`src/rtl/rvh_ptw_mem_responder_if.sv`:
```
// rvh_ptw_mem_responder_if: PTW walk request/response and memory read channels of the responder
interface rvh_ptw_mem_responder_if #(
  parameter int PADDR_WIDTH = 56,
  parameter int PTE_WIDTH   = 64
);
  logic                   ptw_walk_req_vld_i;
  logic                   ptw_walk_req_id_i;
  logic [PADDR_WIDTH-1:0] ptw_walk_req_addr_i;
  logic                   ptw_walk_req_rdy_o;
  logic                   ptw_walk_resp_vld_o;
  logic [PTE_WIDTH-1:0]   ptw_walk_resp_pte_o;
  logic                   ptw_walk_resp_rdy_i;
  logic                   mem_req_vld_o;
  logic [PADDR_WIDTH-1:0] mem_req_addr_o;
  logic                   mem_req_rdy_i;
  logic                   mem_resp_vld_i;
  logic [PTE_WIDTH-1:0]   mem_resp_data_i;
  logic                   mem_resp_err_i;
  logic                   mem_resp_rdy_o;
  modport slave (
    input  ptw_walk_req_vld_i, ptw_walk_req_id_i, ptw_walk_req_addr_i, ptw_walk_resp_rdy_i,
    input  mem_req_rdy_i, mem_resp_vld_i, mem_resp_data_i, mem_resp_err_i,
    output ptw_walk_req_rdy_o, ptw_walk_resp_vld_o, ptw_walk_resp_pte_o,
    output mem_req_vld_o, mem_req_addr_o, mem_resp_rdy_o
  );
  modport master (
    output ptw_walk_req_vld_i, ptw_walk_req_id_i, ptw_walk_req_addr_i, ptw_walk_resp_rdy_i,
    output mem_req_rdy_i, mem_resp_vld_i, mem_resp_data_i, mem_resp_err_i,
    input  ptw_walk_req_rdy_o, ptw_walk_resp_vld_o, ptw_walk_resp_pte_o,
    input  mem_req_vld_o, mem_req_addr_o, mem_resp_rdy_o
  );
endinterface

```
`src/rtl/rvh_ptw_mem_responder.sv`:
```
// rvh_ptw_mem_responder: single-outstanding PTE fetch engine; optional memory-wait timeout under RVH_PTW_MEM_TIMEOUT_EN
module rvh_ptw_mem_responder #(
  parameter int PADDR_WIDTH    = 56,
  parameter int PTE_WIDTH      = 64,
  parameter int TIMEOUT_CYCLES = 255
) (
  input  logic                    clk,
  input  logic                    rst,
  rvh_ptw_mem_responder_if.slave  bus,
  output logic [7:0]              err_cnt_o
);
  typedef enum logic [1:0] {IDLE, MEM_REQ, MEM_WAIT, RESP} state_e;
  state_e                 state_q, state_d;
  logic [PADDR_WIDTH-1:0] addr_q, addr_d;
  logic                   id_q, id_d;
  logic [PTE_WIDTH-1:0]   pte_q, pte_d;
  logic [7:0]             err_cnt_q, err_cnt_d;
  logic                   err_inc;
  logic                   tmo_hit;
  logic                   drop_q;
  logic                   unused_id;
  assign unused_id = id_q;
`ifdef RVH_PTW_MEM_TIMEOUT_EN
  localparam int TW = (TIMEOUT_CYCLES > 1) ? $clog2(TIMEOUT_CYCLES) : 1;
  logic [TW-1:0] tmo_q;
  assign tmo_hit = state_q == MEM_WAIT && !bus.mem_resp_vld_i && tmo_q == TW'(TIMEOUT_CYCLES - 1);
  // wait-cycle counter and the flag that swallows the late read after a timeout
  always_ff @(posedge clk or posedge rst) begin
    if (rst) begin
      tmo_q  <= '0;
      drop_q <= 1'b0;
    end else begin
      tmo_q  <= state_q == MEM_WAIT ? tmo_q + TW'(1) : '0;
      drop_q <= tmo_hit ? 1'b1 : (drop_q && bus.mem_resp_vld_i) ? 1'b0 : drop_q;
    end
  end
`else
  logic [31:0] unused_tmo;
  assign unused_tmo = TIMEOUT_CYCLES;
  assign tmo_hit    = 1'b0;
  assign drop_q     = 1'b0;
`endif
  assign bus.ptw_walk_req_rdy_o  = state_q == IDLE && !drop_q;
  assign bus.ptw_walk_resp_vld_o = state_q == RESP;
  assign bus.ptw_walk_resp_pte_o = pte_q;
  assign bus.mem_req_vld_o       = state_q == MEM_REQ;
  assign bus.mem_req_addr_o      = {addr_q[PADDR_WIDTH-1:3], 3'b000};
  assign bus.mem_resp_rdy_o      = state_q == MEM_WAIT || drop_q;
  assign err_cnt_o               = err_cnt_q;
  // walk sequencing: misaligned requests bypass memory, faults return a zero PTE
  always_comb begin
    state_d = state_q;
    addr_d  = addr_q;
    id_d    = id_q;
    pte_d   = pte_q;
    err_inc = 1'b0;
    case (state_q)
      IDLE: if (bus.ptw_walk_req_vld_i && !drop_q) begin
        addr_d  = bus.ptw_walk_req_addr_i;
        id_d    = bus.ptw_walk_req_id_i;
        err_inc = |bus.ptw_walk_req_addr_i[2:0];
        pte_d   = err_inc ? '0 : pte_q;
        state_d = err_inc ? RESP : MEM_REQ;
      end
      MEM_REQ: state_d = bus.mem_req_rdy_i ? MEM_WAIT : MEM_REQ;
      MEM_WAIT: if (bus.mem_resp_vld_i || tmo_hit) begin
        pte_d   = (bus.mem_resp_vld_i && !bus.mem_resp_err_i) ? bus.mem_resp_data_i : '0;
        err_inc = !bus.mem_resp_vld_i || bus.mem_resp_err_i;
        state_d = RESP;
      end
      default: state_d = bus.ptw_walk_resp_rdy_i ? IDLE : RESP;
    endcase
    err_cnt_d = (err_inc && err_cnt_q != 8'hFF) ? err_cnt_q + 8'd1 : err_cnt_q;
  end
  // walk state, captured request and returned PTE
  always_ff @(posedge clk or posedge rst) begin
    if (rst) begin
      state_q   <= IDLE;
      addr_q    <= '0;
      id_q      <= 1'b0;
      pte_q     <= '0;
      err_cnt_q <= '0;
    end else begin
      state_q   <= state_d;
      addr_q    <= addr_d;
      id_q      <= id_d;
      pte_q     <= pte_d;
      err_cnt_q <= err_cnt_d;
    end
  end
endmodule

```
`src/flat_wrapper.sv`:
```
// flat-port wrapper written by rule: the top's interface ports become plain ports
module rvh_ptw_mem_responder_flat 
#(
  parameter int PADDR_WIDTH    = 56,
  parameter int PTE_WIDTH      = 64,
  parameter int TIMEOUT_CYCLES = 255
)
  (clk, rst, err_cnt_o, bus_ptw_walk_req_vld_i, bus_ptw_walk_req_id_i, bus_ptw_walk_req_addr_i, bus_ptw_walk_resp_rdy_i, bus_mem_req_rdy_i, bus_mem_resp_vld_i, bus_mem_resp_data_i, bus_mem_resp_err_i, bus_ptw_walk_req_rdy_o, bus_ptw_walk_resp_vld_o, bus_ptw_walk_resp_pte_o, bus_mem_req_vld_o, bus_mem_req_addr_o, bus_mem_resp_rdy_o);
  rvh_ptw_mem_responder_if #(.PADDR_WIDTH(PADDR_WIDTH), .PTE_WIDTH(PTE_WIDTH)) bus_i ();
  input  logic clk;
  input  logic rst;
  output logic [7:0] err_cnt_o;
  input wire logic [$bits(bus_i.ptw_walk_req_vld_i)-1:0] bus_ptw_walk_req_vld_i;
  input wire logic [$bits(bus_i.ptw_walk_req_id_i)-1:0] bus_ptw_walk_req_id_i;
  input wire logic [$bits(bus_i.ptw_walk_req_addr_i)-1:0] bus_ptw_walk_req_addr_i;
  input wire logic [$bits(bus_i.ptw_walk_resp_rdy_i)-1:0] bus_ptw_walk_resp_rdy_i;
  input wire logic [$bits(bus_i.mem_req_rdy_i)-1:0] bus_mem_req_rdy_i;
  input wire logic [$bits(bus_i.mem_resp_vld_i)-1:0] bus_mem_resp_vld_i;
  input wire logic [$bits(bus_i.mem_resp_data_i)-1:0] bus_mem_resp_data_i;
  input wire logic [$bits(bus_i.mem_resp_err_i)-1:0] bus_mem_resp_err_i;
  output wire logic [$bits(bus_i.ptw_walk_req_rdy_o)-1:0] bus_ptw_walk_req_rdy_o;
  output wire logic [$bits(bus_i.ptw_walk_resp_vld_o)-1:0] bus_ptw_walk_resp_vld_o;
  output wire logic [$bits(bus_i.ptw_walk_resp_pte_o)-1:0] bus_ptw_walk_resp_pte_o;
  output wire logic [$bits(bus_i.mem_req_vld_o)-1:0] bus_mem_req_vld_o;
  output wire logic [$bits(bus_i.mem_req_addr_o)-1:0] bus_mem_req_addr_o;
  output wire logic [$bits(bus_i.mem_resp_rdy_o)-1:0] bus_mem_resp_rdy_o;
  assign bus_i.ptw_walk_req_vld_i = bus_ptw_walk_req_vld_i;
  assign bus_i.ptw_walk_req_id_i = bus_ptw_walk_req_id_i;
  assign bus_i.ptw_walk_req_addr_i = bus_ptw_walk_req_addr_i;
  assign bus_i.ptw_walk_resp_rdy_i = bus_ptw_walk_resp_rdy_i;
  assign bus_i.mem_req_rdy_i = bus_mem_req_rdy_i;
  assign bus_i.mem_resp_vld_i = bus_mem_resp_vld_i;
  assign bus_i.mem_resp_data_i = bus_mem_resp_data_i;
  assign bus_i.mem_resp_err_i = bus_mem_resp_err_i;
  assign bus_ptw_walk_req_rdy_o = bus_i.ptw_walk_req_rdy_o;
  assign bus_ptw_walk_resp_vld_o = bus_i.ptw_walk_resp_vld_o;
  assign bus_ptw_walk_resp_pte_o = bus_i.ptw_walk_resp_pte_o;
  assign bus_mem_req_vld_o = bus_i.mem_req_vld_o;
  assign bus_mem_req_addr_o = bus_i.mem_req_addr_o;
  assign bus_mem_resp_rdy_o = bus_i.mem_resp_rdy_o;
  rvh_ptw_mem_responder #(.PADDR_WIDTH(PADDR_WIDTH), .PTE_WIDTH(PTE_WIDTH), .TIMEOUT_CYCLES(TIMEOUT_CYCLES)) u_core (.clk(clk), .rst(rst), .bus(bus_i), .err_cnt_o(err_cnt_o));
endmodule
```
`config.mk`:
```
export PLATFORM = sky130hd
export DESIGN_NAME = rvh_ptw_mem_responder_flat
export DESIGN_NICKNAME = d
export VERILOG_FILES = /design/src/rtl/rvh_ptw_mem_responder_if.sv /design/src/rtl/rvh_ptw_mem_responder.sv /design/src/flat_wrapper.sv
export SDC_FILE = /design/constraint.sdc
export NUM_CORES = 1
export LEC_CHECK = 0
export CORE_ASPECT_RATIO = 0.75
export CORE_MARGIN = 4
export CORE_UTILIZATION = 42
export CTS_CLUSTER_SIZE = 16
export DETAILED_ROUTE_END_ITERATION = 10
export PLACE_DENSITY = 0.86
export SYNTH_ARGS = -nofsm -noshare
export SYNTH_HDL_FRONTEND = slang
export SYNTH_SLANG_ARGS = --single-unit
```
`constraint.sdc`:
```
create_clock -name clk -period 13.4 [get_ports clk]
set_clock_uncertainty 0.2 [all_clocks]
set_input_delay 2.01 -clock clk [delete_from_list [all_inputs] [get_ports clk]]
set_output_delay 2.01 -clock clk [all_outputs]
set_load 0.05 [all_outputs]
```
==> flow_summary.ini <==
[placement]
gp_congestion = 0.7505
portBuffers = 255
placed_area_sq_mm = 0.007450
dpl.hpwl_microns = 9910

[flow_run]
cap_viol_max_count = 0

[setup_path]
crit_family = buffers and inverters
ff2ff_setup_slack_ns = 10.85
critical_path_buf_inv_count = 1
timing.rr.start = u_core.state_q[0]
crit_arrival_ns = 2.03
crit_chain = nor2b_4, clkdlybuf4s50_1
worstSetupStartpoint = u_core.state_q[1]
critPathMaxFanout = 11
crit_path_end = bus_mem_resp_rdy_o
worst-setup-path-type = reg -> out
start_kind = flop
crit_slowest_cell = clkdlybuf4s50_1
critPathRequiredTime_ns = 11.19
r2r_end = u_core.err_cnt_o[6]
end_kind = output port
crit_cells = 2
slowest_delay_ns = 0.84
r2r_cells = 5

[floorplan]
initial_utilization_pct = 43.40
boundaryPins = 260
die_y_microns = 100.6
core_area_sq_mm = 0.01107
dieArea_sq_mm = 0.01323
rows = 33
die_x_microns = 131.5

[grt]
grt_pass1_vias = 3989
grt-ovfl-total = 0
antenna_found_initial = 0
grt_start_max_net_pins = 82
grt_usage_pct = 21.19
grt_pass1_wl_microns = 21790

[synthesis]
ys_warn_count = 0
synth_top_family_by_area = compound AO/OA/AOI/OAI gates
seq_area_frac_synth_pct = 66.18
yosys.area_share.adder_pct = 0.2606
ys_seq_elements = 127
yosys.area_share.simple_pct = 3.544
syn_avg_cell_area_sq_um = 15.29
synth_compound_area_share_pct = 13.11
synthCells = 314
syn-cell-area_sq_mm = 0.004802
muxShareOfSynthArea_pct = 13.11
yosysUniqueCellTypes = 32
synth_xor_area_share_pct = 0.9119

[route]
routed_wl_microns = 13980
drc = 0
drt-pass1-iter-count = 4
wl_per_cell_microns = 19.34
dr_total_vias = 3653
drt_iter0_markers = 176
vias_per_cell = 5.053
ant_nets = 0

[clocking]
clk_latency_ns = 0.41
postCtsSetupRepairBufs = 0
cts_hold_buf = 0
cts_root_buffer = clkbuf_16
cts_sinks = 127
clk_pin_slew_worst_paths_ns = 0.06
cts_tree = yes
ctsResizeCount = 0
cts_buffers = 17
htreeDepth = 4
clk_path_buf_depth = 2

[timing]
max_freq_mhz = 235.8
tightest_slew_ns = 1.009
period_share_pct = 31.65
rsz0062_at_grt = no
holdWs_ns = 0.3014
finalCriticalPeriod_ns = 4.240
setup_viol = 0
fin_setup_tns_ns = 0
hold_viol = 0
slew_headroom_pct = 32.77
slew_violations = 0

[power]
p_seq_share_pct = 26.6
power_density_mw_per_mm2 = 324.6
ir_worst_vdd_v = 0.0002307
p_sw_mw = 1.219
p_comb_share_pct = 55.1
power_frac_clock_pct = 18.2
swShare_pct = 46.57
internal_power_mw = 1.399
cellLeakagePower_nw = 3.441

[status]
outcome = finished clean

[cells_and_area]
final_area_sq_mm = 0.008065
area_growth_pct = 67.95
final_layout_size_suffix_gt1_share_pct = 16.64
nets = 699
diodes = 0

[min_path]
hold_class = reg -> reg
how the worst min path moves through the flow:
stage | start | to | slack (ns) | depth (start not counted)
5_1_grt | u_core.bus.ptw_walk_resp_pte_o[34] | u_core.bus.ptw_walk_resp_pte_o[34] | 0.31 | 1
6_report | u_core.bus.ptw_walk_resp_pte_o[14] | u_core.bus.ptw_walk_resp_pte_o[14] | 0.30 | 1
3_3_place_gp | u_core.bus.ptw_walk_resp_pte_o[14] | u_core.bus.ptw_walk_resp_pte_o[14] | 0.29 | 1
2_1_floorplan | u_core.state_q[1] | u_core.state_q[0] | 0.38 | 2
3_5_place_dp | u_core.bus.ptw_walk_resp_pte_o[5] | u_core.bus.ptw_walk_resp_pte_o[5] | 0.29 | 1
4_1_cts | u_core.bus.ptw_walk_resp_pte_o[14] | u_core.bus.ptw_walk_resp_pte_o[14] | 0.31 | 1
state kept, by name, indices dropped and copies added, names as in the netlist:
name                            cells
u_core.addr_q                      53
u_core.bus.ptw_walk_resp_pte_o     64
u_core.err_cnt_o                    8
u_core.state_q                      2
Yosys cell counts:
library cell / n / share of area [%]
a21o_1: 1 / 0.16
a22o_1: 64 / 12
a2bb2oi_1: 1 / 0.18
a32oi_4: 1 / 0.57
and2_1: 2 / 0.26
buf_2: 18 / 1.9
buf_4: 5 / 0.78
clkbuf_1: 1 / 0.078
conb_1: 1 / 0.078
dfrtp_1: 127 / 66
ha_1: 1 / 0.26
inv_1: 1 / 0.078
mux2_1: 1 / 0.23
mux2_2: 54 / 13
mux2i_1: 1 / 0.21
nand2_1: 7 / 0.55
nand2b_1: 1 / 0.13
nand3_1: 2 / 0.21
nand3b_1: 1 / 0.16
nand4_1: 1 / 0.13
nor2_1: 3 / 0.23
nor2_2: 1 / 0.13
nor2b_1: 2 / 0.26
nor2b_4: 1 / 0.29
nor3_1: 2 / 0.21
nor3b_1: 1 / 0.16
nor4_1: 2 / 0.26
nor4bb_2: 1 / 0.34
o211ai_1: 2 / 0.31
o21ai_0: 2 / 0.21
or3_4: 1 / 0.23
xor2_1: 5 / 0.91
area by class of cell:
type / count / area (sq um)
clock buffers: 20 / 456.7
clock inverters: 12 / 158.9
fillers: 709 / 3000
inverters: 1 / 6.256
multi-input cells: 164 / 1508
flip-flops and latches: 127 / 3178
well taps: 140 / 175.2
repair buffers: 259 / 2582
power groups by stage:
stage               logic (mW)  registers, mW  clock network (mW)
CTS                       1.46          0.697               0.487
global placement          1.43          0.685                   0
finish                    1.44          0.697               0.478
global route              1.49          0.720               0.505
detailed placement        1.45          0.696                   0
floorplan                0.302           1.33                   0
kinds of logic (layout without fill, tap and decap cells):
| family | after synthesis | in the layout |
|---|---|---|
| buf+inv | 25 | 292 |
| flops | 127 | 127 |
| fa+ha+maj | 1 | 1 |
| simple gates | 28 | 28 |
| compound gates | 71 | 71 |
| xor+xnor | 5 | 5 |
| other cells | 1 | 3 |
| mux | 56 | 56 |
placed cells by master (no fill, tap or decap), types with 2 or more instances in the layout:
master,count
clkinvlp_4,2
clkbuf_8,2
mux2_2,54
clkinv_2,2
clkdlybuf4s50_1,255
nor3_1,2
and2_1,2
nor2b_1,2
conb_1,3
clkinv_4,3
inv_6,2
o21ai_0,2
clkbuf_16,17
nor4_1,2
nand3_1,2
o211ai_1,2
nor2_1,3
nand2_1,7
a22o_1,64
xor2_1,5
dfrtp_1,127
buf_4,4
bufinv_16,3
through the flow:
step                      power [mW]  utilization (%)  cells  worst slack, ns
after floorplan                1.637                -    316            7.806
after global placement         2.120            67.32    691            8.977
after detailed placement       2.150            67.32    691            8.846
after CTS                      2.641            72.89    723            9.151
after global routing           2.720            72.89    723            9.064
final                          2.618            72.89    723            9.160
routing by layer:
| layer | share of wire (%) | track usage [%] | up-vias |
|---|---|---|---|
| met5 | 0 | 0 | - |
| li1 | - | - | 1662 |
| met4 | 1.7 | 7.910 | 0 |
| met1 | 40 | 24.30 | 1809 |
| met3 | 6.8 | 7.385 | 19 |
| met2 | 52 | 37.15 | 163 |
No activity file was read; power rests on OpenSTA's default activity.
==> variant, RTL diff (same settings) <==
The option `RVH_PTW_MEM_TIMEOUT_EN` is turned on by a define.
--- a/src/rtl/rvh_ptw_mem_responder.sv
+++ b/src/rtl/rvh_ptw_mem_responder.sv
@@ -1,4 +1,6 @@
 // rvh_ptw_mem_responder: single-outstanding PTE fetch engine; optional memory-wait timeout under RVH_PTW_MEM_TIMEOUT_EN
+`define RVH_PTW_MEM_TIMEOUT_EN
+
 module rvh_ptw_mem_responder #(
   parameter int PADDR_WIDTH    = 56,
   parameter int PTE_WIDTH      = 64,
Function: no difference found for any inputs over 4 cycles, from zero or initial values and one cycle with rst high; that may be too few to reach the edited logic, so the function may still have changed.
==> variant against the original RTL <==
Final area grew 6.7%; count of clock-buffer cells in the layout shrank 2; sequential cell count grew 9; synthesized area grew 9.2%; via count grew 8.0%; highest routed layer unchanged; worst setup slack lost 320 ps; sequential power grew 3%; wire length grew 0.87%; total power grew 0.70%; first-iteration DRC count grew 8.5%.
==> variant: results (changes against the original RTL) <==
type of the worst setup path=reg2out; total routed wirelength=14100 um (+0.87%); cell at the root of the clock tree=sky130_fd_sc_hd__clkbuf_16; Worst Hold Class=reg2reg; CP max-delay cell=sky130_fd_sc_hd__clkdlybuf4s50_1; CTS clk-pin slew, worst paths=60 ps (about the same); Final nets=747 (+6.9%); Top FF cell, synth=sky130_fd_sc_hd__dfrtp_1; largest stage delay on the critical path=~830 ps; IR Drop Worst-Case VDD=0.205 mV (-11%); number of buffer cells added on primary ports=255 (unchanged); layout cell share with drive strength beyond 1=15.8% (-0.85 points); number of flip-flops under the largest register name=64 (unchanged); Max Transition Viols Final=0 (unchanged); total of cells resized after clock tree synthesis=0 (unchanged); sequential area share after synthesis=64.9% (-1.3 points); top cell types by occurrence after synthesis=sky130_fd_sc_hd__dfrtp_1, sky130_fd_sc_hd__a22o_1, sky130_fd_sc_hd__mux2_2; Critical Path AT=2350 ps (+320 ps); number of global-route vias before repair=4360 (+9.3%); CTS max path bufs=2 (unchanged); ANT cells=0 (unchanged); proportion of register bits with asynchronous set or reset after synthesis=100% (unchanged); Total GRT Usage=19.6% (-1.6 points); Initial DRC Count=191 (+8.5%); Worst Setup EP=bus_ptw_walk_resp_vld_o; maximum number of pins on one net before global-route repair=93 (+13%); Worst Path Max Fanout=9 (-2); clock buffers created by TritonCTS=17 (unchanged); routability-driven placement congestion ratio=0.795 (+6.0%); Warnings, synthesis=0 (unchanged); Static Leak=0.00370 uW (+7.5%); worst-case register-to-register setup slack=10580 ps (-270 ps); number of different library cells in the post-synthesis netlist=40 (+25%); vias per inst=4.98 (-1.5%); count of buffers added by post-CTS timing repair for setup=0 (unchanged); result of the run=finished clean; detailed placement HPWL=10100 um (+2.2%); headroom to the max-slew limit=24.5% (-8.3 points); H-Tree Depth=4 (unchanged); number of iterations in the first detailed-routing pass=4 (unchanged); global-route wire length before repair=22200 um (+1.7%); r2r worst-path depth=4 (-1); R2R Path Start=u_core.state_q[0]; number of antenna violations at the first check in global routing=0 (unchanged); clock insertion delay at the later pin of the skew report=400 ps; leading cell types by total area after synthesis=sky130_fd_sc_hd__dfrtp_1, sky130_fd_sc_hd__mux2_2, sky130_fd_sc_hd__a22o_1, sky130_fd_sc_hd__buf_2, sky130_fd_sc_hd__nand3_1; RR Endpoint=u_core.bus.ptw_walk_resp_pte_o[27]
[variant: worst min path at each step]
stage	end	depth (start not counted)	slack [ps]	startpoint
after floorplan	u_core.tmo_q[0]	1	250	u_core.tmo_q[0]
after global placement	u_core.tmo_q[0]	1	270	u_core.tmo_q[0]
after detailed placement	u_core.bus.ptw_walk_resp_pte_o[44]	1	280	u_core.bus.ptw_walk_resp_pte_o[44]
after CTS	u_core.tmo_q[0]	1	290	u_core.tmo_q[0]
after global routing	u_core.bus.ptw_walk_resp_pte_o[4]	1	310	u_core.bus.ptw_walk_resp_pte_o[4]
final	u_core.tmo_q[0]	1	290	u_core.tmo_q[0]
[variant: per-stage QoR]
stage / instance area [sq um] / power [uW] / setup slack, ps / std cells
floorplan: 5250 / 1610 / 7550 / 361
global placement: 7930 / 2080 / 8940 / 763
detailed placement: 7930 / 2110 / 8830 / 763
CTS: 8610 / 2660 / 8820 / 793
global route: 8610 / 2750 / 8650 / 793
finish: 8610 / 2640 / 8840 / 793
[variant: final cells by class]
class / count / area, sq um
Fill cell: 826 / 3650
Sequential cell: 136 / 3400
Timing Repair Buffer: 259 / 2580
Multi-Input combinational cell: 197 / 1710
Clock buffer: 18 / 429
Clock inverter: 12 / 250
Tap cell: 166 / 208
Inverter: 5 / 21.3
[variant: kinds of logic after synthesis]
family	count (synthesis)	synth area share (%)
xor gates and xnor gates	9	1.50
muxes	56	12.1
adders and majority gates	3	0.716
DFF	136	64.9
buffers and inverters	28	2.65
and+or+nand+nor	49	5.32
AOI/OAI and AO/OA	77	12.7
other	1	0.0715
[variant: critical path: cells and delay by family, from the launching register on]
family / cells / cell delay, ps
buf+inv: 2 / 1180
flops: 1 / 540
simple gates: 1 / 230
[variant: routing by layer]
metal / wire length (um) / vias up / GRT usage (%)
met5: 0 / - / 0
met2: 7040 / 183 / 33.5
li1: - / 1822 / -
met1: 5530 / 1929 / 23.4
met4: 105 / 0 / 4.49
met3: 1420 / 13 / 7.65
[variant: power breakdown]
group	internal [uW]	switching, uW	total, uW	leakage, uW
combinational	496	890	1390	0.00163
sequential	595	120	715	0.00174
clock	367	168	535	0.000330
